### config.mk
export PLATFORM = sky130hd
export DESIGN_NAME = cpu_mw
export DESIGN_NICKNAME = d
export VERILOG_FILES = /design/src/rtl/cpu_mw_pkg.sv /design/src/rtl/cpu_mw_alu.sv /design/src/rtl/cpu_mw.sv
export SDC_FILE = /design/constraint.sdc
export NUM_CORES = 1
export LEC_CHECK = 0
export CAP_MARGIN = 10
export CELL_PAD_IN_SITES_DETAIL_PLACEMENT = 0
export CELL_PAD_IN_SITES_GLOBAL_PLACEMENT = 2
export CORE_ASPECT_RATIO = 0.75
export CORE_UTILIZATION = 35
export CTS_CLUSTER_SIZE = 10
export DETAILED_ROUTE_END_ITERATION = 10
export GPL_TIMING_DRIVEN = 1
export PLACE_DENSITY = 0.8
export SYNTH_ARGS = -nofsm -noshare
export SYNTH_HDL_FRONTEND = slang
export SYNTH_SLANG_ARGS = --single-unit
export TNS_END_PERCENT = 30
### constraint.sdc
create_clock -name clk -period 4.15 [get_ports clk]
set_input_delay 1.0375 -clock clk [delete_from_list [all_inputs] [get_ports clk]]
set_output_delay 1.0375 -clock clk [all_outputs]
set_load 0.005 [all_outputs]
### src/rtl/cpu_mw_pkg.sv
// Shared definitions for the cpu_mw accumulator CPU.
// Holds the opcode map, FSM state encoding, ALU select codes, CCR bit
// indices and the branch-condition helper used by the control path.
package cpu_mw_pkg;

    // Load / store (immediate and direct)
    localparam logic [7:0] OP_LDA_IMM = 8'h86;
    localparam logic [7:0] OP_LDA_DIR = 8'h87;
    localparam logic [7:0] OP_LDB_IMM = 8'h88;
    localparam logic [7:0] OP_LDB_DIR = 8'h89;
    localparam logic [7:0] OP_STA_DIR = 8'h96;
    localparam logic [7:0] OP_STB_DIR = 8'h97;

    // Inherent ALU operations
    localparam logic [7:0] OP_ADD_AB  = 8'h42;
    localparam logic [7:0] OP_SUB_AB  = 8'h43;
    localparam logic [7:0] OP_AND_AB  = 8'h44;
    localparam logic [7:0] OP_OR_AB   = 8'h45;
    localparam logic [7:0] OP_INCA    = 8'h46;
    localparam logic [7:0] OP_INCB    = 8'h47;
    localparam logic [7:0] OP_DECA    = 8'h48;
    localparam logic [7:0] OP_DECB    = 8'h49;

    // Branches
    localparam logic [7:0] OP_BRA     = 8'h20;
    localparam logic [7:0] OP_BMI     = 8'h21;
    localparam logic [7:0] OP_BPL     = 8'h22;
    localparam logic [7:0] OP_BEQ     = 8'h23;
    localparam logic [7:0] OP_BNE     = 8'h24;
    localparam logic [7:0] OP_BVS     = 8'h25;
    localparam logic [7:0] OP_BVC     = 8'h26;
    localparam logic [7:0] OP_BCS     = 8'h27;
    localparam logic [7:0] OP_BCC     = 8'h28;

    localparam logic [7:0] OP_HALT    = 8'hFF;

    // CCR bit positions (NZVC)
    localparam int unsigned CCR_N = 3;
    localparam int unsigned CCR_Z = 2;
    localparam int unsigned CCR_V = 1;
    localparam int unsigned CCR_C = 0;

    typedef enum logic [2:0] {
        FETCH,
        DECODE,
        OPND,
        MEM,
        HLT
    } state_t;

    typedef enum logic [2:0] {
        ALU_ADD,
        ALU_SUB,
        ALU_AND,
        ALU_OR,
        ALU_INCA,
        ALU_INCB,
        ALU_DECA,
        ALU_DECB
    } alu_sel_t;

    // Condition evaluation for the branch opcodes; non-branch opcodes never take.
    function automatic logic branch_taken(input logic [7:0] op, input logic [3:0] ccr);
        logic taken;
        taken = 1'b0;
        case (op)
            OP_BRA:  taken = 1'b1;
            OP_BMI:  taken = ccr[CCR_N];
            OP_BPL:  taken = !ccr[CCR_N];
            OP_BEQ:  taken = ccr[CCR_Z];
            OP_BNE:  taken = !ccr[CCR_Z];
            OP_BVS:  taken = ccr[CCR_V];
            OP_BVC:  taken = !ccr[CCR_V];
            OP_BCS:  taken = ccr[CCR_C];
            OP_BCC:  taken = !ccr[CCR_C];
            default: taken = 1'b0;
        endcase
        return taken;
    endfunction

endpackage

### src/rtl/cpu_mw_alu.sv
// Combinational ALU for cpu_mw.
// Ports:
//   a, b    operands (DATA_W)
//   sel     operation select (alu_sel_t)
//   result  operation result (DATA_W), modulo 2^DATA_W
//   nzvc    condition flags, bit positions from cpu_mw_pkg
module cpu_mw_alu
    import cpu_mw_pkg::*;
#(
    parameter int unsigned DATA_W = 8
) (
    input  logic [DATA_W-1:0] a,
    input  logic [DATA_W-1:0] b,
    input  alu_sel_t          sel,
    output logic [DATA_W-1:0] result,
    output logic [3:0]        nzvc
);

    localparam int unsigned       MSB = DATA_W - 1;
    localparam logic [DATA_W-1:0] ONE = DATA_W'(1);

    logic [DATA_W-1:0] x;
    logic [DATA_W-1:0] y;
    logic              sub;
    logic              logic_op;
    logic [DATA_W:0]   sum;

    always_comb begin
        x        = a;
        y        = b;
        sub      = 1'b0;
        logic_op = 1'b0;
        result   = '0;
        nzvc     = '0;
        sum      = '0;

        unique case (sel)
            ALU_ADD:  ;
            ALU_SUB:  sub = 1'b1;
            ALU_AND:  logic_op = 1'b1;
            ALU_OR:   logic_op = 1'b1;
            ALU_INCA: y = ONE;
            ALU_INCB: begin x = b; y = ONE; end
            ALU_DECA: begin y = ONE; sub = 1'b1; end
            ALU_DECB: begin x = b; y = ONE; sub = 1'b1; end
            default:  ;
        endcase

        // Zero-extended subtract leaves the borrow (x < y unsigned) in the top bit.
        sum = sub ? ({1'b0, x} - {1'b0, y}) : ({1'b0, x} + {1'b0, y});

        if (logic_op) begin
            result      = (sel == ALU_AND) ? (a & b) : (a | b);
            nzvc[CCR_V] = 1'b0;
            nzvc[CCR_C] = 1'b0;
        end else begin
            result      = sum[DATA_W-1:0];
            nzvc[CCR_C] = sum[DATA_W];
            nzvc[CCR_V] = sub ? ((x[MSB] != y[MSB]) && (result[MSB] != x[MSB]))
                              : ((x[MSB] == y[MSB]) && (result[MSB] != x[MSB]));
        end
        nzvc[CCR_N] = result[MSB];
        nzvc[CCR_Z] = (result == '0);
    end

endmodule

### src/rtl/cpu_mw.sv
// Parametrised accumulator CPU with a ready-based memory handshake and HALT.
// Ports:
//   clk          rising-edge clock
//   reset        synchronous active-low reset
//   address      memory address, valid while mem_req=1
//   to_memory    write data, valid while mem_req=1 and write=1
//   write        1=write access, 0=read access
//   mem_req      access request, held until accepted
//   mem_ready    access completes at an edge with mem_req=1 and mem_ready=1
//   from_memory  read data, sampled at the completing edge
//   halted       CPU is in the HALT state
// All outputs are registered; each access is launched by the state that
// precedes it so a zero-wait access completes one edge after issue.
module cpu_mw
    import cpu_mw_pkg::*;
#(
    parameter int unsigned DATA_W   = 8,
    parameter int unsigned ADDR_W   = 8,
    parameter int unsigned RESET_PC = 0
) (
    input  logic              clk,
    input  logic              reset,
    output logic [ADDR_W-1:0] address,
    output logic [DATA_W-1:0] to_memory,
    output logic              write,
    output logic              mem_req,
    input  logic              mem_ready,
    input  logic [DATA_W-1:0] from_memory,
    output logic              halted
);

    state_t            state_q, state_d;
    logic [ADDR_W-1:0] pc_q, pc_d;
    logic [DATA_W-1:0] a_q, a_d;
    logic [DATA_W-1:0] b_q, b_d;
    logic [DATA_W-1:0] ir_q, ir_d;
    logic [DATA_W-1:0] opr_q, opr_d;
    logic [3:0]        ccr_q, ccr_d;
    logic              mem_req_q, mem_req_d;
    logic              write_q, write_d;
    logic [ADDR_W-1:0] address_q, address_d;
    logic [DATA_W-1:0] to_memory_q, to_memory_d;
    logic              halted_q, halted_d;

    logic [7:0]        opcode;
    logic [ADDR_W-1:0] pc_inc;
    logic              accept;
    alu_sel_t          alu_sel;
    logic [DATA_W-1:0] alu_result;
    logic [3:0]        alu_nzvc;

    assign opcode = ir_q[7:0];
    assign pc_inc = pc_q + ADDR_W'(1);
    assign accept = mem_req_q && mem_ready;

    assign address   = address_q;
    assign to_memory = to_memory_q;
    assign write     = write_q;
    assign mem_req   = mem_req_q;
    assign halted    = halted_q;

    // Loads update N and Z only; V and C are preserved.
    function automatic logic [3:0] ld_flags(input logic [DATA_W-1:0] v, input logic [3:0] ccr);
        logic [3:0] f;
        f        = ccr;
        f[CCR_N] = v[DATA_W-1];
        f[CCR_Z] = (v == '0);
        return f;
    endfunction

    cpu_mw_alu #(
        .DATA_W (DATA_W)
    ) u_alu (
        .a      (a_q),
        .b      (b_q),
        .sel    (alu_sel),
        .result (alu_result),
        .nzvc   (alu_nzvc)
    );

    // Kept separate from the main next-state block so the ALU is not in a
    // combinational loop through a single process.
    always_comb begin
        alu_sel = ALU_ADD;
        case (opcode)
            OP_SUB_AB: alu_sel = ALU_SUB;
            OP_AND_AB: alu_sel = ALU_AND;
            OP_OR_AB:  alu_sel = ALU_OR;
            OP_INCA:   alu_sel = ALU_INCA;
            OP_INCB:   alu_sel = ALU_INCB;
            OP_DECA:   alu_sel = ALU_DECA;
            OP_DECB:   alu_sel = ALU_DECB;
            default:   alu_sel = ALU_ADD;
        endcase
    end

    always_ff @(posedge clk) begin
        if (!reset) begin
            state_q     <= FETCH;
            pc_q        <= ADDR_W'(RESET_PC);
            a_q         <= '0;
            b_q         <= '0;
            ir_q        <= '0;
            opr_q       <= '0;
            ccr_q       <= '0;
            mem_req_q   <= 1'b0;
            write_q     <= 1'b0;
            address_q   <= '0;
            to_memory_q <= '0;
            halted_q    <= 1'b0;
        end else begin
            state_q     <= state_d;
            pc_q        <= pc_d;
            a_q         <= a_d;
            b_q         <= b_d;
            ir_q        <= ir_d;
            opr_q       <= opr_d;
            ccr_q       <= ccr_d;
            mem_req_q   <= mem_req_d;
            write_q     <= write_d;
            address_q   <= address_d;
            to_memory_q <= to_memory_d;
            halted_q    <= halted_d;
        end
    end

    always_comb begin
        state_d     = state_q;
        pc_d        = pc_q;
        a_d         = a_q;
        b_d         = b_q;
        ir_d        = ir_q;
        opr_d       = opr_q;
        ccr_d       = ccr_q;
        mem_req_d   = mem_req_q;
        write_d     = write_q;
        address_d   = address_q;
        to_memory_d = to_memory_q;
        halted_d    = halted_q;

        unique case (state_q)
            FETCH: begin
                if (!mem_req_q) begin
                    // Only after reset: nothing was launched yet.
                    mem_req_d = 1'b1;
                    write_d   = 1'b0;
                    address_d = pc_q;
                end else if (accept) begin
                    ir_d      = from_memory;
                    pc_d      = pc_inc;
                    mem_req_d = 1'b0;
                    state_d   = DECODE;
                end
            end

            DECODE: begin
                // Default path launches the next fetch (or operand read) at PC.
                state_d   = FETCH;
                mem_req_d = 1'b1;
                write_d   = 1'b0;
                address_d = pc_q;
                case (opcode)
                    OP_ADD_AB, OP_SUB_AB, OP_AND_AB, OP_OR_AB, OP_INCA, OP_DECA: begin
                        a_d   = alu_result;
                        ccr_d = alu_nzvc;
                    end
                    OP_INCB, OP_DECB: begin
                        b_d   = alu_result;
                        ccr_d = alu_nzvc;
                    end
                    OP_LDA_IMM, OP_LDB_IMM, OP_LDA_DIR, OP_LDB_DIR, OP_STA_DIR, OP_STB_DIR,
                    OP_BRA, OP_BMI, OP_BPL, OP_BEQ, OP_BNE, OP_BVS, OP_BVC, OP_BCS, OP_BCC: begin
                        state_d = OPND;
                    end
                    OP_HALT: begin
                        state_d   = HLT;
                        mem_req_d = 1'b0;
                        halted_d  = 1'b1;
                    end
                    default: ;  // unknown opcode behaves as NOP
                endcase
            end

            OPND: begin
                if (accept) begin
                    opr_d     = from_memory;
                    pc_d      = pc_inc;
                    state_d   = FETCH;
                    mem_req_d = 1'b1;
                    write_d   = 1'b0;
                    case (opcode)
                        OP_LDA_IMM: begin
                            a_d   = from_memory;
                            ccr_d = ld_flags(from_memory, ccr_q);
                        end
                        OP_LDB_IMM: begin
                            b_d   = from_memory;
                            ccr_d = ld_flags(from_memory, ccr_q);
                        end
                        OP_LDA_DIR, OP_LDB_DIR: state_d = MEM;
                        OP_STA_DIR: begin
                            state_d     = MEM;
                            write_d     = 1'b1;
                            to_memory_d = a_q;
                        end
                        OP_STB_DIR: begin
                            state_d     = MEM;
                            write_d     = 1'b1;
                            to_memory_d = b_q;
                        end
                        default: begin
                            if (branch_taken(opcode, ccr_q)) begin
                                pc_d = from_memory[ADDR_W-1:0];
                            end
                        end
                    endcase
                    address_d = (state_d == MEM) ? from_memory[ADDR_W-1:0] : pc_d;
                end
            end

            MEM: begin
                if (accept) begin
                    if (opcode == OP_LDA_DIR) begin
                        a_d   = from_memory;
                        ccr_d = ld_flags(from_memory, ccr_q);
                    end else if (opcode == OP_LDB_DIR) begin
                        b_d   = from_memory;
                        ccr_d = ld_flags(from_memory, ccr_q);
                    end
                    state_d     = FETCH;
                    mem_req_d   = 1'b1;
                    write_d     = 1'b0;
                    address_d   = pc_q;
                    to_memory_d = '0;
                end
            end

            HLT: begin
                mem_req_d = 1'b0;
                write_d   = 1'b0;
                halted_d  = 1'b1;
            end

            default: begin
                state_d   = FETCH;
                mem_req_d = 1'b0;
            end
        endcase
    end

endmodule

# [Word level (Yosys, flattened, before mapping)]
# Cells that the tools add are included.
[totals] in_bits=11 out_inout_bits=19 wordCells=188 reg_bits=58
[classes] reduce_logical=41 mux=70 n_addsub=3 n_eq_ne=57 bitwise=5
[ops] op="8-bit two-way mux" count=26
[ops] op="8-bit by 6-bit equality test with 1-bit output, second input constant" count=9
[ops] op="8-bit by 7-bit equality test with 1-bit output, second input constant" count=8
[ops] op="8-bit equality test, second input constant" count=7
[ops] op="8-bit one-hot mux with 2 select lines" count=3
[ops] op="8-bit one-hot mux with 3 select lines" count=2
[ops] op="8-bit one-hot mux with 4 select lines" count=1
[ops] op="2-bit inequality test, second input constant" count=13
[ops] op="4-bit two-way mux" count=6
[ops] op="3-bit one-hot mux with 7 select lines" count=1
[ops] op="4-bit AND reduction" count=5
[ops] op="3-bit two-way mux" count=6
[ops] op="8-bit logical NOT" count=2
[ops] op="3-bit by 2-bit equality test with 1-bit output, second input constant" count=5
[ops] op="3-bit equality test, second input constant" count=5
[ops] op="1-bit two-way mux" count=15
[ops] op="3-bit one-hot mux with 5 select lines" count=1
[ops] op="15-bit OR reduction" count=1
[ops] op="2-bit OR reduction" count=7
[ops] op="4-bit one-hot mux with 3 select lines" count=1
[ops] op="6-bit AND reduction" count=2
[ops] op="6-bit OR reduction" count=2
[ops] op="8-bit by 8-bit adder with 9-bit output" count=1
[ops] op="9-bit two-way mux" count=1
[ops] op="other kinds (29)" count=46

# [Longest topological paths before layout]
# Gate-level depths: netlist of the first run.
[depth] word_depth=13 mapped_depth=17 mapped_depth_nobuf=14

# [Modules after synthesis]
# Synthesis of the first run repeated with hierarchy kept, for this count alone.
[unflattened] hier_cells=554 hier_area_um2=4259.1
[by_module_without_submodules] module="cpu_mw" instances=1 seq_area_each_um2=1161.1 cells_each=402 area_each_um2=3254.4
[by_module_without_submodules] module="cpu_mw_alu" instances=1 seq_area_each_um2=0.0 cells_each=152 area_each_um2=1004.7

# [Worst setup path after synthesis of the first run]
# Ideal clock, no wire load.
[synth_path] path_kind="register to register" startpoint="reg ir_q[4]" endpoint="reg ccr_q[2]" required_time_ns=4.054 path_slack_ns=0.478 n_path_buf=2 stages_incl_launch_ff=17 setup_time_ns=0.096 arrival_time_ns=3.576 synth_period_minus_slack_ns=3.672 path_cell_list="dfxtp_1 -> or4b_4 -> buf_6 -> a21o_1 -> clkbuf_1 -> nand2_1 -> ha_1 -> a22oi_1 -> nor2_1 -> a21oi_1 -> ha_1 -> nor2b_1 -> o2111ai_1 -> a21oi_1 -> nor3_1 -> a21oi_1 -> o41ai_2"
[synth_between] elab_chain_len=11 word_cells_on_any_way=44 classes_between="add/sub: 2; eq/ne: 22; mux: 12; reduce/logical: 8"
[synth_rtl] element="start, declared" line="cpu_mw.sv:36" text="logic [DATA_W-1:0] ir_q, ir_d;"
[synth_rtl] element="start signal, assigned" line="cpu_mw.sv:116" text="ir_q <= ir_d;"
[synth_rtl] element="8-bit by 7-bit equality test with 1-bit output" line="cpu_mw.sv:85, cpu_mw.sv:162"
[synth_rtl] element="3-bit one-hot mux with 7 select lines" line="cpu_mw.sv:85" text="case (opcode)"
[synth_rtl] element="3-bit equality test" line="cpu_mw_alu.sv:37" text="unique case (sel)"
[synth_rtl] element="4-bit OR reduction (no line) / 2-bit OR reduction (equally long branches)"
[synth_rtl] element="8-bit two-way mux" line="cpu_mw_alu.sv:37"
[synth_rtl] element="8-bit by 8-bit adder with 9-bit output / 8-bit by 8-bit subtractor with 9-bit output (equally long branches)" line="cpu_mw_alu.sv:50" text="sum = sub ? ({1'b0, x} - {1'b0, y}) : ({1'b0, x} + {1'b0, y});"
[synth_rtl] element="9-bit two-way mux" line="cpu_mw_alu.sv:50"
[synth_rtl] element="8-bit two-way mux" line="cpu_mw_alu.sv:52" text="if (logic_op) begin"
[synth_rtl] element="8-bit logical NOT" line="cpu_mw_alu.sv:63" text="nzvc[CCR_Z] = (result == '0);"
[synth_rtl] element="4-bit two-way mux" line="cpu_mw.sv:162" text="case (opcode)"
[synth_rtl] element="4-bit one-hot mux with 3 select lines" line="cpu_mw.sv:141" text="unique case (state_q)"
[synth_rtl] element="end signal, assigned" line="cpu_mw.sv:118" text="ccr_q <= ccr_d;"
[synth_rtl] element="end, declared" line="cpu_mw.sv:38" text="logic [3:0] ccr_q, ccr_d;"
# Several ways; a longest one is shown, not always the timed one. The select of a mux whose other input is x is not followed.
# A chain may end at the register's enable or synchronous reset.

# [Final worst setup path of the first run]
[layout_path] startpoint="reg ir_q[6]" endpoint="reg a_q[4]"
[layout_between] elab_chain_len=10 word_cells_on_any_way=38 classes_between="add/sub: 2; eq/ne: 20; mux: 10; reduce/logical: 6"
[layout_rtl] element="8-bit by 7-bit equality test with 1-bit output (on tied branches)" line="cpu_mw.sv:85, cpu_mw.sv:162"
[layout_rtl] element="3-bit one-hot mux with 7 select lines" line="cpu_mw.sv:85"
[layout_rtl] element="3-bit equality test" line="cpu_mw_alu.sv:37"
[layout_rtl] element="4-bit OR reduction (no line) / 2-bit OR reduction (equally long branches)"
[layout_rtl] element="8-bit two-way mux" line="cpu_mw_alu.sv:37"
[layout_rtl] element="8-bit by 8-bit adder with 9-bit output / 8-bit by 8-bit subtractor with 9-bit output (equally long branches)" line="cpu_mw_alu.sv:50"
[layout_rtl] element="9-bit two-way mux" line="cpu_mw_alu.sv:50"
[layout_rtl] element="8-bit two-way mux" line="cpu_mw_alu.sv:52"
[layout_rtl] element="8-bit two-way mux" line="cpu_mw.sv:162"
[layout_rtl] element="8-bit one-hot mux with 3 select lines" line="cpu_mw.sv:141"
[layout_rtl] element="end signal, assigned" line="cpu_mw.sv:101" text="a_q <= '0;"
[layout_rtl] element="end signal, assigned" line="cpu_mw.sv:114" text="a_q <= a_d;"
[layout_rtl] element="end, declared" line="cpu_mw.sv:34" text="logic [DATA_W-1:0] a_q, a_d;"
# Several ways; a longest one is shown, not always the timed one. The select of a mux whose other input is x is not followed.

==> metrics.md, run 1 <==
| Metric | Value |
|---|---|
| Main synth FF type | `dfxtp_1` |
| Avg Inst Size Synth | `7.51 µm²` |
| Initial DRC Count | `425` |
| Fin nets | `621` |
| Design area | `5120 µm²` |
| Vias per cell | `5.85` |
| WHS Endpoint | `halted` |
| Post-route insts no fill | `766` |
| Comb power frac | `0.106` |
| DRC Markers | `0` |
| CTS H-Tree Depth | `3` |
| RR Endpoint | `a_q[4]` |
| Final wirelength | `14500 µm` |
| RSZ-0062 raised after global routing | `false` |
| First-pass GRT wire length | `23500 µm` |
| Core area | `11900 µm²` |
| Hold Crit Start | `halted` |
| Pwr dens | `288 nW/µm²` |
| NetSw | `388 µW` |
| Die width | `131 µm` |
| Crit path buf inv count | `1` |
| Post-DP HPWL | `10900 µm` |
| Worst path required time | `4.40 ns` |
| Ys Warns | `0` |
| Setup Fix Bufs, Post-CTS | `0` |
| Final core utilization | `0.432` |
| Top-level port count | `30` |
| Startpoint types | `flip-flop` |
| CP Cell Sequence | `or4b_4 > a211o_1 > mux2i_1 > ha_1 > inv_1 > fa_1 > a211oi_1 > nor2_1 > a211oi_1 > a211oi_1 > or3_1 > a21oi_1` |
| Fin crit period | `3.88 ns` |
| Internal power | `1.09 mW` |
| Initial antenna violation count | `0` |
| Number of synthesized flops with an enable pin | `0` |
| Sink Count | `58` |
| Final Slew Violations | `0` |
| DP Area | `4820 µm²` |
| WP data arrival | `4.13 ns` |
| Fill cell count | `1205` |
| Post-Syn Instances | `583` |
| VDD IR-drop max | `201 µV` |
| Top delay family on crit path | `compound AO/OA/AOI/OAI gates` |
| Final setup vio count | `0` |
| Reg2reg path depth | `12` |
| CP max stage cell | `or4b_4` |
| GRT Overall Usage | `0.231` |
| Starting density of the core | `0.369` |
| Worst-Skew Late Latency | `0.33 ns` |
| CP Class | `reg2reg` |
| CTS tree | `built` |
| CP most frequent cell | `a211oi_1` |
| Die height | `98.8 µm` |
| Antenna Violating Nets Remaining | `0` |
| Max Cap Viol | `0` |
| CTS root buffer | `clkbuf_16` |
| Commonest non-fill, non-tap cell in the layout | `a21oi_1` |
| TNS Setup | `0 ns` |
| FP Rows | `34` |
| Hold Fails Final Rpt | `0` |
| Critical Path Sink Type | `flip-flop` |
| Max incr delay on CP | `0.57 ns` |
| Seq/Total Area, Yosys | `0.265` |
| Pin count of the biggest net entering global routing | `28` |
| Share of cells above drive strength 1 | `0.119` |
| Fraction of registers with async set/reset | `0` |
| Layout Skew | `0.00662 ns` |
| Post-Syn Area | `4380 µm²` |
| Clk slew on worst S/H paths | `0.06 ns` |
| #FFs+latches synth | `58` |
| Leak | `1.83 nW` |
| F_max | `258 MHz` |
| R2R setup slack | `0.27 ns` |
| Mapped Nets | `605` |
| Vias in the first global route | `4074` |
| Netlist cell types | `76` |
| Hold path depth | `2` |
| Placed Cells | `750` |
| Clk network pwr share | `0.503` |
| Port Buffers | `29` |
| Slew Limit Headroom | `0.446` |
| Die footprint | `13000 µm²` |
| Synthesis-to-finish area growth | `17.1%` |
| WHS | `0.475 ns` |
| Highest-count cells in the layout ignoring fill and taps | `a21oi_1 (61), nand2_1 (60), dfxtp_1 (58), nor2_1 (47), o21ai_0 (37)` |
| CTS max path bufs | `2` |
| Outcome | `completed` |
| Routed vias | `4484` |
| Final period util | `0.935` |
| RR Startpoint | `ir_q[6]` |
| First-pass iteration count of the detailed router | `5` |
| Gr ovfl total | `0` |
| Ant diodes | `0` |
| Hold WC Path Type | `reg2reg` |
| Reg power frac | `0.391` |
| CTS Buf Count | `9` |
| Max FO, Critical Path | `11` |
| Worst slew pin tran | `0.826 ns` |
| Sw frac | `0.263` |
| RePlAce Congestion | `0.864` |
| DR WL/cell | `18.9 µm` |
## area by class of cell
class,instances,area (µm²),share of cell area
Sequential cell,58,1160,0.227
Timing Repair Buffer,52,463,0.0904
Inverter,13,48.8,0.00952
Clock buffer,9,225,0.0440
Clock inverter,7,70.1,0.0137
Multi-Input combinational cell,465,2950,0.576
Tap cell,162,203,0.0396
## metal layers
layer  wire, µm  GRT usage  part of all wire  vias to the layer above
met3        875     0.0571             0.060                        5
met4         37     0.0317            0.0026                        0
li1           -          -                 -                     2213
met2       5800      0.319              0.40                      117
met5          0          0                 0                        -
met1       7790      0.358              0.54                     2149
## synthesized netlist by cell type (all sizes together), types with 8 or more instances
library cell / count / area, µm²
a211oi: 10 / 80.1
a21oi: 62 / 310
a31oi: 17 / 106
and2: 9 / 56.3
buf: 18 / 119
clkbuf: 29 / 110
dfxtp: 58 / 1160
ha: 10 / 125
inv: 13 / 48.8
mux2: 10 / 116
mux2i: 12 / 120
nand2: 60 / 225
nand2b: 8 / 50.1
nand3: 22 / 110
nor2: 47 / 176
nor3: 20 / 105
o211ai: 19 / 143
o21ai: 40 / 200
or3: 10 / 62.6
## worst reg2reg max path, delay by kind of cell (launching register included)
family / cells / cell delay, ns
buffers and inverters: 1 / 0.06
AOI/OAI and AO/OA: 5 / 1.31
DFF: 1 / 0.43
muxes: 1 / 0.28
adders and majority gates: 2 / 0.62
and+or+nand+nor: 3 / 1.10
## state kept, by name, summed over array words and instances (netlist names)
signal	count
write	1
b_q	8
halted	1
ir_q	8
state_q	3
pc_q	8
ccr_q	4
a_q	8
address	8
to_memory	8
mem_req	1
## stage by stage
step           power (mW)  setup slack (ns)
6_report             1.48             0.269
5_1_grt              1.54            0.0131
4_1_cts              1.49             0.206
3_5_place_dp        0.743             0.271
3_3_place_gp        0.743             0.291
2_1_floorplan       0.683             0.478
## logic make-up after synthesis
group / count (synthesis) / synth area share
and+or+nand+nor: 218 / 0.258
AOI/OAI and AO/OA: 204 / 0.304
buffers and inverters: 60 / 0.0635
DFF: 58 / 0.265
muxes: 22 / 0.0540
adders and majority gates: 15 / 0.0432
xor gates and xnor gates: 6 / 0.0120
## how the worst max path moves through the flow
stage	slack [ns]	end	from	depth (start not counted)
after floorplan	0.48	ccr_q[2]	ir_q[4]	16
after global placement	0.29	b_q[6]	ir_q[6]	12
after detailed placement	0.27	b_q[6]	ir_q[6]	12
after CTS	0.21	b_q[6]	ir_q[6]	12
after global routing	0.01	a_q[7]	ir_q[6]	15
final	0.27	a_q[4]	ir_q[6]	12
## timing repair
action                                  CTS  global route
endpoints found under the setup margin    0             9
resized for setup                         0             3
hold buffers                              0             0
## power groups by stage
stage	Combinational, mW	Clock [mW]	Sequential (mW)
6_report	0.157	0.742	0.577
5_1_grt	0.173	0.789	0.578
4_1_cts	0.156	0.754	0.577
3_5_place_dp	0.155	0	0.589
3_3_place_gp	0.155	0	0.588
2_1_floorplan	0.0979	0	0.585
Note: power is estimated with default switching activity, not from simulation.
==> run 2, diff against run 1 <==
--- a/config.mk
+++ b/config.mk
@@ -14,6 +14,7 @@
 export DETAILED_ROUTE_END_ITERATION = 10
 export GPL_TIMING_DRIVEN = 1
 export PLACE_DENSITY = 0.8
+export RECOVER_POWER = 25
 export SYNTH_ARGS = -nofsm -noshare
 export SYNTH_HDL_FRONTEND = slang
 export SYNTH_SLANG_ARGS = --single-unit
==> metrics.md, run 2 (same netlist as run 1, synthesis figures left out) <==
| Metric | Value |
|---|---|
| WP data arrival | `4.15 ns (+0.02 ns)` |
| Fin crit period | `3.89 ns (+0.00841 ns)` |
| Design area | `5120 µm² (-0.15%)` |
| Reg2reg path depth | `12 (unchanged)` |
| Routed vias | `4518 (+0.76%)` |
| Share of cells above drive strength 1 | `0.116 (-0.00331)` |
| Vias per cell | `5.90 (+0.76%)` |
| Final Slew Violations | `0 (unchanged)` |
| Initial antenna violation count | `0 (unchanged)` |
| Startpoint types | `flip-flop` |
| Critical Path Sink Type | `flip-flop` |
| Synthesis-to-finish area growth | `16.9%` |
| Top-level port count | `30 (unchanged)` |
| DP Area | `4820 µm² (unchanged)` |
| Hold path depth | `2 (unchanged)` |
| GRT Overall Usage | `0.231 (unchanged)` |
| Sw frac | `0.264 (+0.000780)` |
| Slack of the critical path | `0.260 ns (-0.00842 ns)` |
| Total power | `1.48 mW (about the same)` |
| Initial DRC Count | `444 (+4.5%)` |
| Core area | `11900 µm² (unchanged)` |
| Worst path required time | `4.41 ns (about the same)` |
| Layout Skew | `0.00716 ns (+0.000540 ns)` |
| Levels on crit path | `12 (unchanged)` |
| DRC Markers | `0 (unchanged)` |
| DR WL/cell | `18.9 µm (-0.21%)` |
| Placed Cells | `750 (unchanged)` |
| FP Rows | `34 (unchanged)` |
| Max incr delay on CP | `0.58 ns (about the same)` |
| Hold buffers post-CTS | `0 (unchanged)` |
| Die height | `98.8 µm (unchanged)` |
| Crit path buf inv count | `1 (unchanged)` |
| Clk slew on worst S/H paths | `0.06 ns (about the same)` |
| Vias in the first global route | `4074 (unchanged)` |
| F_max | `257 MHz (-0.22%)` |
| Clk network pwr share | `0.504 (about the same)` |
| Outcome | `completed` |
| Leak | `1.87 nW (+2.2%)` |
| Commonest non-fill, non-tap cell in the layout | `a21oi_1` |
| Final period util | `0.937 (+0.00203)` |
| Die footprint | `13000 µm² (unchanged)` |
| Final core utilization | `0.431 (-0.000633)` |
| Max FO, Critical Path | `11 (unchanged)` |
| CTS H-Tree Depth | `3 (unchanged)` |
| CP max stage cell | `or4b_4` |
| Setup Fix Bufs, Post-CTS | `0 (unchanged)` |
| Hold WC Path Type | `reg2reg` |
| Die width | `131 µm (unchanged)` |
| Post-route insts no fill | `766 (unchanged)` |
| Internal power | `1.09 mW (-0.14%)` |
| Worst slew pin tran | `1.34 ns (+0.514 ns)` |
| Slew Limit Headroom | `0.107 (-0.340)` |
| Pin count of the biggest net entering global routing | `28 (unchanged)` |
| CTS max path bufs | `2 (unchanged)` |
| Gr ovfl total | `0 (unchanged)` |
| Hold Fails Final Rpt | `0 (unchanged)` |
| Worst-Skew Late Latency | `0.33 ns (about the same)` |
| Antenna Violating Nets Remaining | `0 (unchanged)` |
| WHS | `0.469 ns (-0.00590 ns)` |
| NetSw | `389 µW (+0.27%)` |
| Starting density of the core | `0.369 (unchanged)` |
| Reg power frac | `0.391 (about the same)` |
| Final setup vio count | `0 (unchanged)` |
| Top delay family on crit path | `compound AO/OA/AOI/OAI gates` |
| Post-DP HPWL | `10900 µm (unchanged)` |
| First-pass GRT wire length | `23500 µm (unchanged)` |
| Sink Count | `58 (unchanged)` |
| VDD IR-drop max | `202 µV (+0.32%)` |
| Pwr dens | `288 nW/µm² (+0.12%)` |
| CTS tree | `built` |
| CTS Buf Count | `9 (unchanged)` |
| Highest-count cells in the layout ignoring fill and taps | `a21oi_1 (61), nand2_1 (60), dfxtp_1 (58), nor2_1 (47), o21ai_0 (37)` |
| Ant diodes | `0 (unchanged)` |
| Fin nets | `621 (unchanged)` |
| Port Buffers | `29 (unchanged)` |
| Pre-CTS setup slack | `0.271 ns (unchanged)` |
| CTS root buffer | `clkbuf_16` |
| First-pass iteration count of the detailed router | `5 (unchanged)` |
| TNS Setup | `0 ns (unchanged)` |
| Comb power frac | `0.105 (about the same)` |
| Resize count post-CTS | `0 (unchanged)` |
| CP Cell Sequence | `or4b_4 > a211o_1 > mux2i_1 > ha_1 > inv_1 > fa_1 > a211oi_1 > o21a_1 > nor3_1 > o311ai_1 > o211ai_1 > a21oi_1` |
| Max Cap Viol | `0 (unchanged)` |
| RSZ-0062 raised after global routing | `false` |
| RePlAce Congestion | `0.864 (unchanged)` |
| CP Class | `reg2reg` |
| Final wirelength | `14500 µm (-0.21%)` |
## run 2: changes by cell type in the layout (fill, tap and decap cells not counted)
cell	before	now
buf_4	23	21
clkdlybuf4s50_1	29	14
dlygate4sd3_1	0	15
clkbuf_1	0	2
## run 2: power by group through the flow
| stage | clock network (mW) | registers [mW] | logic, mW |
|---|---|---|---|
| final | 0.743 | 0.577 | 0.156 |
| after global routing | 0.789 | 0.578 | 0.171 |
| after CTS | 0.754 | 0.577 | 0.156 |
| after detailed placement | 0 | 0.589 | 0.155 |
| after global placement | 0 | 0.588 | 0.155 |
| after floorplan | 0 | 0.585 | 0.0979 |
## run 2: final cells by class
cell class,count,area [µm²]
fill,1206,6750
multi-input combinational,465,2950
sequential,58,1160
timing repair buffer,52,455
clock buffer,9,225
tap,162,203
clock inverter,7,70.1
inverter,13,48.8
## run 2: worst register-to-register path: stages (launching register included)
cell	delay, ns
dfxtp_1	0.43
or4b_4	0.58
a211o_1	0.46
mux2i_1	0.28
ha_1	0.22
inv_1	0.06
fa_1	0.40
a211oi_1	0.34
o21a_1	0.23
nor3_1	0.09
o311ai_1	0.39
o211ai_1	0.15
a21oi_1	0.18
## run 2: worst paths after layout
| path | slack, ns | start | endpoint |
|---|---|---|---|
| max reg2reg | 0.26 | ir_q[6] | b_q[6] |
| min | 0.47 | halted | halted |
| min reg2reg | 0.47 | halted | halted |
| max | 0.26 | ir_q[6] | b_q[6] |
## run 2: metal layers
metal	track usage	routed length [µm]	vias up
met5	0	0	-
met4	0.0317	37	0
met1	0.358	7770	2162
li1	-	-	2214
met2	0.319	5790	137
met3	0.0571	871	5
==> run 3, diff against run 2 <==
--- a/config.mk
+++ b/config.mk
@@ -8,11 +8,10 @@
 export CAP_MARGIN = 10
 export CELL_PAD_IN_SITES_DETAIL_PLACEMENT = 0
 export CELL_PAD_IN_SITES_GLOBAL_PLACEMENT = 2
-export CORE_ASPECT_RATIO = 0.75
 export CORE_UTILIZATION = 35
 export CTS_CLUSTER_SIZE = 10
 export DETAILED_ROUTE_END_ITERATION = 10
-export GPL_TIMING_DRIVEN = 1
+export GPL_TIMING_DRIVEN = 0
 export PLACE_DENSITY = 0.8
 export RECOVER_POWER = 25
 export SYNTH_ARGS = -nofsm -noshare
==> metrics.md, run 3 (same netlist as run 1, synthesis figures left out) <==
| Metric | Value |
|---|---|
| Worst-Skew Late Latency | `0.34 ns (about the same)` |
| Synthesis-to-finish area growth | `19.9%` |
| Reg power frac | `0.362 (-0.029)` |
| Pin count of the biggest net entering global routing | `11 (-61%)` |
| CTS max path bufs | `2 (unchanged)` |
| Max FO, Critical Path | `10 (-1)` |
| Clk network pwr share | `0.535 (+0.031)` |
| Outcome | `completed` |
| Fin nets | `645 (+3.9%)` |
| CTS Buf Count | `9 (unchanged)` |
| CP Cell Sequence | `or4b_4 > buf_6 > a21oi_1 > nor2_1 > ha_1 > a22oi_1 > nor2_1 > a21oi_2 > fa_1 > a211oi_1 > o21a_1 > nor3_1 > o311ai_2 > o211ai_1 > a21oi_1` |
| CTS tree | `built` |
| Clk slew on worst S/H paths | `0.05 ns (about the same)` |
| DR WL/cell | `19.6 µm (+3.9%)` |
| Top-level port count | `30 (unchanged)` |
| CP Class | `reg2reg` |
| VDD IR-drop max | `185 µV (-8.5%)` |
| Top delay family on crit path | `compound AO/OA/AOI/OAI gates` |
| Routed vias | `4663 (+3.2%)` |
| Initial antenna violation count | `0 (unchanged)` |
| Startpoint types | `flip-flop` |
| Hold Fails Final Rpt | `0 (unchanged)` |
| Final wirelength | `15600 µm (+8.0%)` |
| TNS Setup | `0 ns (unchanged)` |
| Final setup vio count | `0 (unchanged)` |
| Leak | `1.93 nW (+3.2%)` |
| Sw frac | `0.246 (-0.0178)` |
| Fin crit period | `3.92 ns (+0.0347 ns)` |
| CP max stage cell | `or4b_4` |
| FP Rows | `40 (+18%)` |
| Final period util | `0.946 (+0.00836)` |
| Share of cells above drive strength 1 | `0.107 (-0.00921)` |
| Crit path buf inv count | `1 (unchanged)` |
| Comb power frac | `0.104 (about the same)` |
| Worst slew pin tran | `1.02 ns (-0.324 ns)` |
| Vias per cell | `5.86 (-0.68%)` |
| Layout Skew | `0.00561 ns (-0.00154 ns)` |
| Die height | `114 µm (+15%)` |
| F_max | `255 MHz (-0.88%)` |
| Starting density of the core | `0.361 (-0.00739)` |
| Port Buffers | `29 (unchanged)` |
| Gr ovfl total | `0 (unchanged)` |
| NetSw | `392 µW (+0.57%)` |
| Slack of the critical path | `0.226 ns (-0.0347 ns)` |
| Final Slew Violations | `0 (unchanged)` |
| Die width | `114 µm (-13%)` |
| Post-route insts no fill | `796 (+3.9%)` |
| WP data arrival | `4.20 ns (+0.05 ns)` |
| First-pass GRT wire length | `24800 µm (+5.6%)` |
| Initial DRC Count | `478 (+7.7%)` |
| Commonest non-fill, non-tap cell in the layout | `a21oi_1` |
| Sink Count | `58 (unchanged)` |
| RePlAce Congestion | `0.906 (+4.9%)` |
| GRT Overall Usage | `0.254 (+0.0233)` |
| Worst path required time | `4.42 ns (about the same)` |
| Slew Limit Headroom | `0.318 (+0.212)` |
| CTS H-Tree Depth | `3 (unchanged)` |
| Antenna Violating Nets Remaining | `0 (unchanged)` |
| Die footprint | `13000 µm² (about the same)` |
| Post-DP HPWL | `11700 µm (+8.1%)` |
| Hold WC Path Type | `reg2reg` |
| Internal power | `1.20 mW (+10%)` |
| CTS root buffer | `clkbuf_16` |
| Highest-count cells in the layout ignoring fill and taps | `a21oi_1 (61), nand2_1 (60), dfxtp_1 (58), nor2_1 (47), o21ai_0 (37)` |
| Core area | `12100 µm² (+2.0%)` |
| Critical Path Sink Type | `flip-flop` |
| Vias in the first global route | `4423 (+8.6%)` |
| Pre-CTS setup slack | `-0.168 ns (-0.438 ns)` |
| Pwr dens | `303 nW/µm² (+5.1%)` |
| Max Cap Viol | `0 (unchanged)` |
| Placed Cells | `780 (+4.0%)` |
| Ant diodes | `0 (unchanged)` |
| First-pass iteration count of the detailed router | `5 (unchanged)` |
| Max incr delay on CP | `0.56 ns (-0.02 ns)` |
| DRC Markers | `0 (unchanged)` |
| RSZ-0062 raised after global routing | `false` |
## run 3: timing repair
item                                    4_1_cts  5_1_grt
buffers inserted                              0        0
hold buffers                                  0        0
endpoints found under the setup margin       11       14
gates resized for setup                       5        2
## run 3: worst reg2reg max path: stages, from the launching register on
cell and delay, ns:
dfxtp_1 0.39, or4b_4 0.56, buf_6 0.16, a21oi_1 0.18, nor2_1 0.09, ha_1 0.33
a22oi_1 0.09, nor2_1 0.12, a21oi_2 0.08, fa_1 0.46, a211oi_1 0.34, o21a_1 0.22
nor3_1 0.08, o311ai_2 0.40, o211ai_1 0.17, a21oi_1 0.17
## run 3: layout make-up
class                   instances  area (µm²)
plain buffers                  46         225
clock buffers                  12         267
clock inverters                 4        72.6
fillers                      1298        6860
inverters                      13        48.8
multi-input cells             465        2970
flip-flops and latches         58        1160
well taps                     168         210
repair buffers                 30         298
## run 3: final timing paths
kind	startpoint	to	slack [ns]	cells after the start
setup / recovery	ir_q[4]	b_q[6]	0.23	15
hold / removal	address[1]	address[1]	0.47	2
setup reg to reg	ir_q[4]	b_q[6]	0.23	15
hold reg to reg	address[1]	address[1]	0.47	2
## run 3: power by group through the flow
| stage | clock network [mW] | logic, mW | registers, mW |
|---|---|---|---|
| 2_1_floorplan | 0 | 0.0979 | 0.585 |
| 3_3_place_gp | 0 | 0.161 | 0.587 |
| 3_5_place_dp | 0 | 0.161 | 0.587 |
| 4_1_cts | 0.858 | 0.163 | 0.575 |
| 5_1_grt | 0.889 | 0.180 | 0.576 |
| 6_report | 0.851 | 0.165 | 0.575 |
## run 3: per-stage QoR
stage | hold slack (ns) | cell area [µm²] | total power [mW] | utilization
6_report | 0.467 | 5250 | 1.59 | 0.433
5_1_grt | 0.502 | 5250 | 1.64 | 0.433
4_1_cts | 0.470 | 5230 | 1.60 | 0.432
3_5_place_dp | 0.462 | 4880 | 0.749 | 0.403
3_3_place_gp | 0.461 | 4880 | 0.748 | 0.403
2_1_floorplan | 0.445 | 4380 | 0.683 | -
## run 3: metal layers
metal | track usage | share of wire
met4 | 0.0797 | 0.016
met2 | 0.386 | 0.43
met5 | 0 | 0
met1 | 0.364 | 0.50
met3 | 0.0452 | 0.051
==> edit (flow settings as in run 1) <==
`a_q`, `b_q`, `ir_q`, `address_q` and `to_memory_q` no longer have a reset.
--- a/src/rtl/cpu_mw.sv
+++ b/src/rtl/cpu_mw.sv
@@ -100,5 +100,2 @@
             pc_q        <= ADDR_W'(RESET_PC);
-            a_q         <= '0;
-            b_q         <= '0;
-            ir_q        <= '0;
             opr_q       <= '0;
@@ -107,4 +104,2 @@
             write_q     <= 1'b0;
-            address_q   <= '0;
-            to_memory_q <= '0;
             halted_q    <= 1'b0;
@@ -113,5 +108,2 @@
             pc_q        <= pc_d;
-            a_q         <= a_d;
-            b_q         <= b_d;
-            ir_q        <= ir_d;
             opr_q       <= opr_d;
@@ -120,6 +112,12 @@
             write_q     <= write_d;
-            address_q   <= address_d;
-            to_memory_q <= to_memory_d;
             halted_q    <= halted_d;
         end
+    end
+
+    always_ff @(posedge clk) begin
+        a_q         <= a_d;
+        b_q         <= b_d;
+        ir_q        <= ir_d;
+        address_q   <= address_d;
+        to_memory_q <= to_memory_d;
     end
Check against the original RTL: differs if reset is asserted again (counterexample within 4 cycles, from zero or initial values and one cycle with reset low); with reset held inactive, the same outputs for 4 cycles.
==> edit against run 1 <==
Routed wire length fell by 9.1%. Cell area fell by 1.6%. Sequential cell count did not move. Hold slack improved by 3.5 ps. Power rose by 4.6%. Synthesized area fell by 3.4%. Die area fell by 3.4%. Setup slack improved by 30 ps. Via count fell by 12%.
==> edit: results (changes against run 1) <==
Total Nets Final 518 (-17%); GR Util met1 0.341 (-0.0173); share of layout cells above drive strength 1 0.134 (+0.0145); power density cells 306 nW/µm² (+6.3%); Sw Pwr 0.000379 W (-2.4%); EDFF count, synth 40 (+40); multi-input logic area 2490 µm² (-16%); RD Place Congestion 0.869 (+0.63%); pre-CTS WS 375 ps (+104 ps); leakage power 1.76 nW (-3.6%); final worst slack 299 ps (+30.3 ps); first drt pass iteration count 4 (-1); maximum vdd ir drop 0.000203 V (+0.83%); nonclk buf count 51 (-1.9%); register area share after synthesis 0.369 (+0.104); clock share of power 0.475 (-0.028); Initial DRC Count 375 (-12%); first-pass GRT wire length 20300 µm (-13%); CP Class flip-flop to flip-flop; Cells after DPL 647 (-14%); non-filler cells, final 663 (-13%); Reg-to-Reg End a_q[7]$_DFFE_PP_; top_reg_cell synth edfxtp_1; skew final 8.83 ps (+2.21 ps); Final HPWL DP 9740 µm (-10%); overall global routing resource usage 0.217 (-0.0142); Multi-In Gates 367 (-21%); FFs & Latches 58 (unchanged); Worst R2R Path Depth 13 (+1); met2 WL post-DR 5320 µm (-8.2%); Reg2Reg Launch Point ir_q[4]$_DFFE_PP_; worst-path maximum fanout 12 (+1); DR vias/cell 5.93 (+1.3%); non-clock inverter count 9 (-4); met3 Track Usage GR 0.0479 (-0.00919); Area contributors post-synth edfxtp_1, dfxtp_1, nand2_1; sequential share of cell area 0.310 (+0.0831); commonest cells in the netlist nand2_1, nor2_1, edfxtp_1, a21oi_1, o21ai_0; slew at the pin closest to its max-slew limit 968 ps (+142 ps); area post-placement 4750 µm² (-1.5%); register area 1560 µm² (+34%); Non-clock buffers, area share 0.0903 (about the same); drt total wl 13200 µm (-9.1%); status finished clean; CP Data Arrival Time 3920 ps (-210 ps); Clock-cell share 0.0586 (+0.000929); metal3 WL 1090 µm (+24%); largest net degree at the start of global routing 21 (-25%); grt met2 use 0.293 (-0.0260); post-synth net total 488 (-19%); post_cts resized 0 (unchanged); Min Hold Slack 478 ps (+3.55 ps)
==> edit: cell types whose count changed after synthesis, moves of 6 or more <==
cell	change
a21oi_1	-37
a31oi_1	-9
clkbuf_1	-10
dfxtp_1	-40
edfxtp_1	+40
nand2_1	-11
nor3_1	-9
o211ai_1	-11
o21ai_0	-13
o311ai_0	+6
==> edit: kinds of logic after synthesis <==
kind of cell | after synthesis | share of synthesized area
AND/OR/NAND/NOR | 180 | 0.220
AO/OA/AOI/OAI | 136 | 0.241
flip-flops | 58 | 0.369
buffers and inverters | 41 | 0.0420
multiplexers | 24 | 0.0589
adder cells (fa/ha/maj) | 15 | 0.0438
XOR/XNOR | 12 | 0.0249
==> edit: worst max-delay path: stages (launching register included) <==
cell and delay (ps):
edfxtp_1 520, or4b_4 650, nor2_1 210, o21ai_0 120
buf_4 190, o21a_1 110, o221ai_1 290, ha_1 340
or3_1 340, o21ai_0 90, a31oi_1 70, xor2_1 190
a211oi_1 360, nor2_1 110
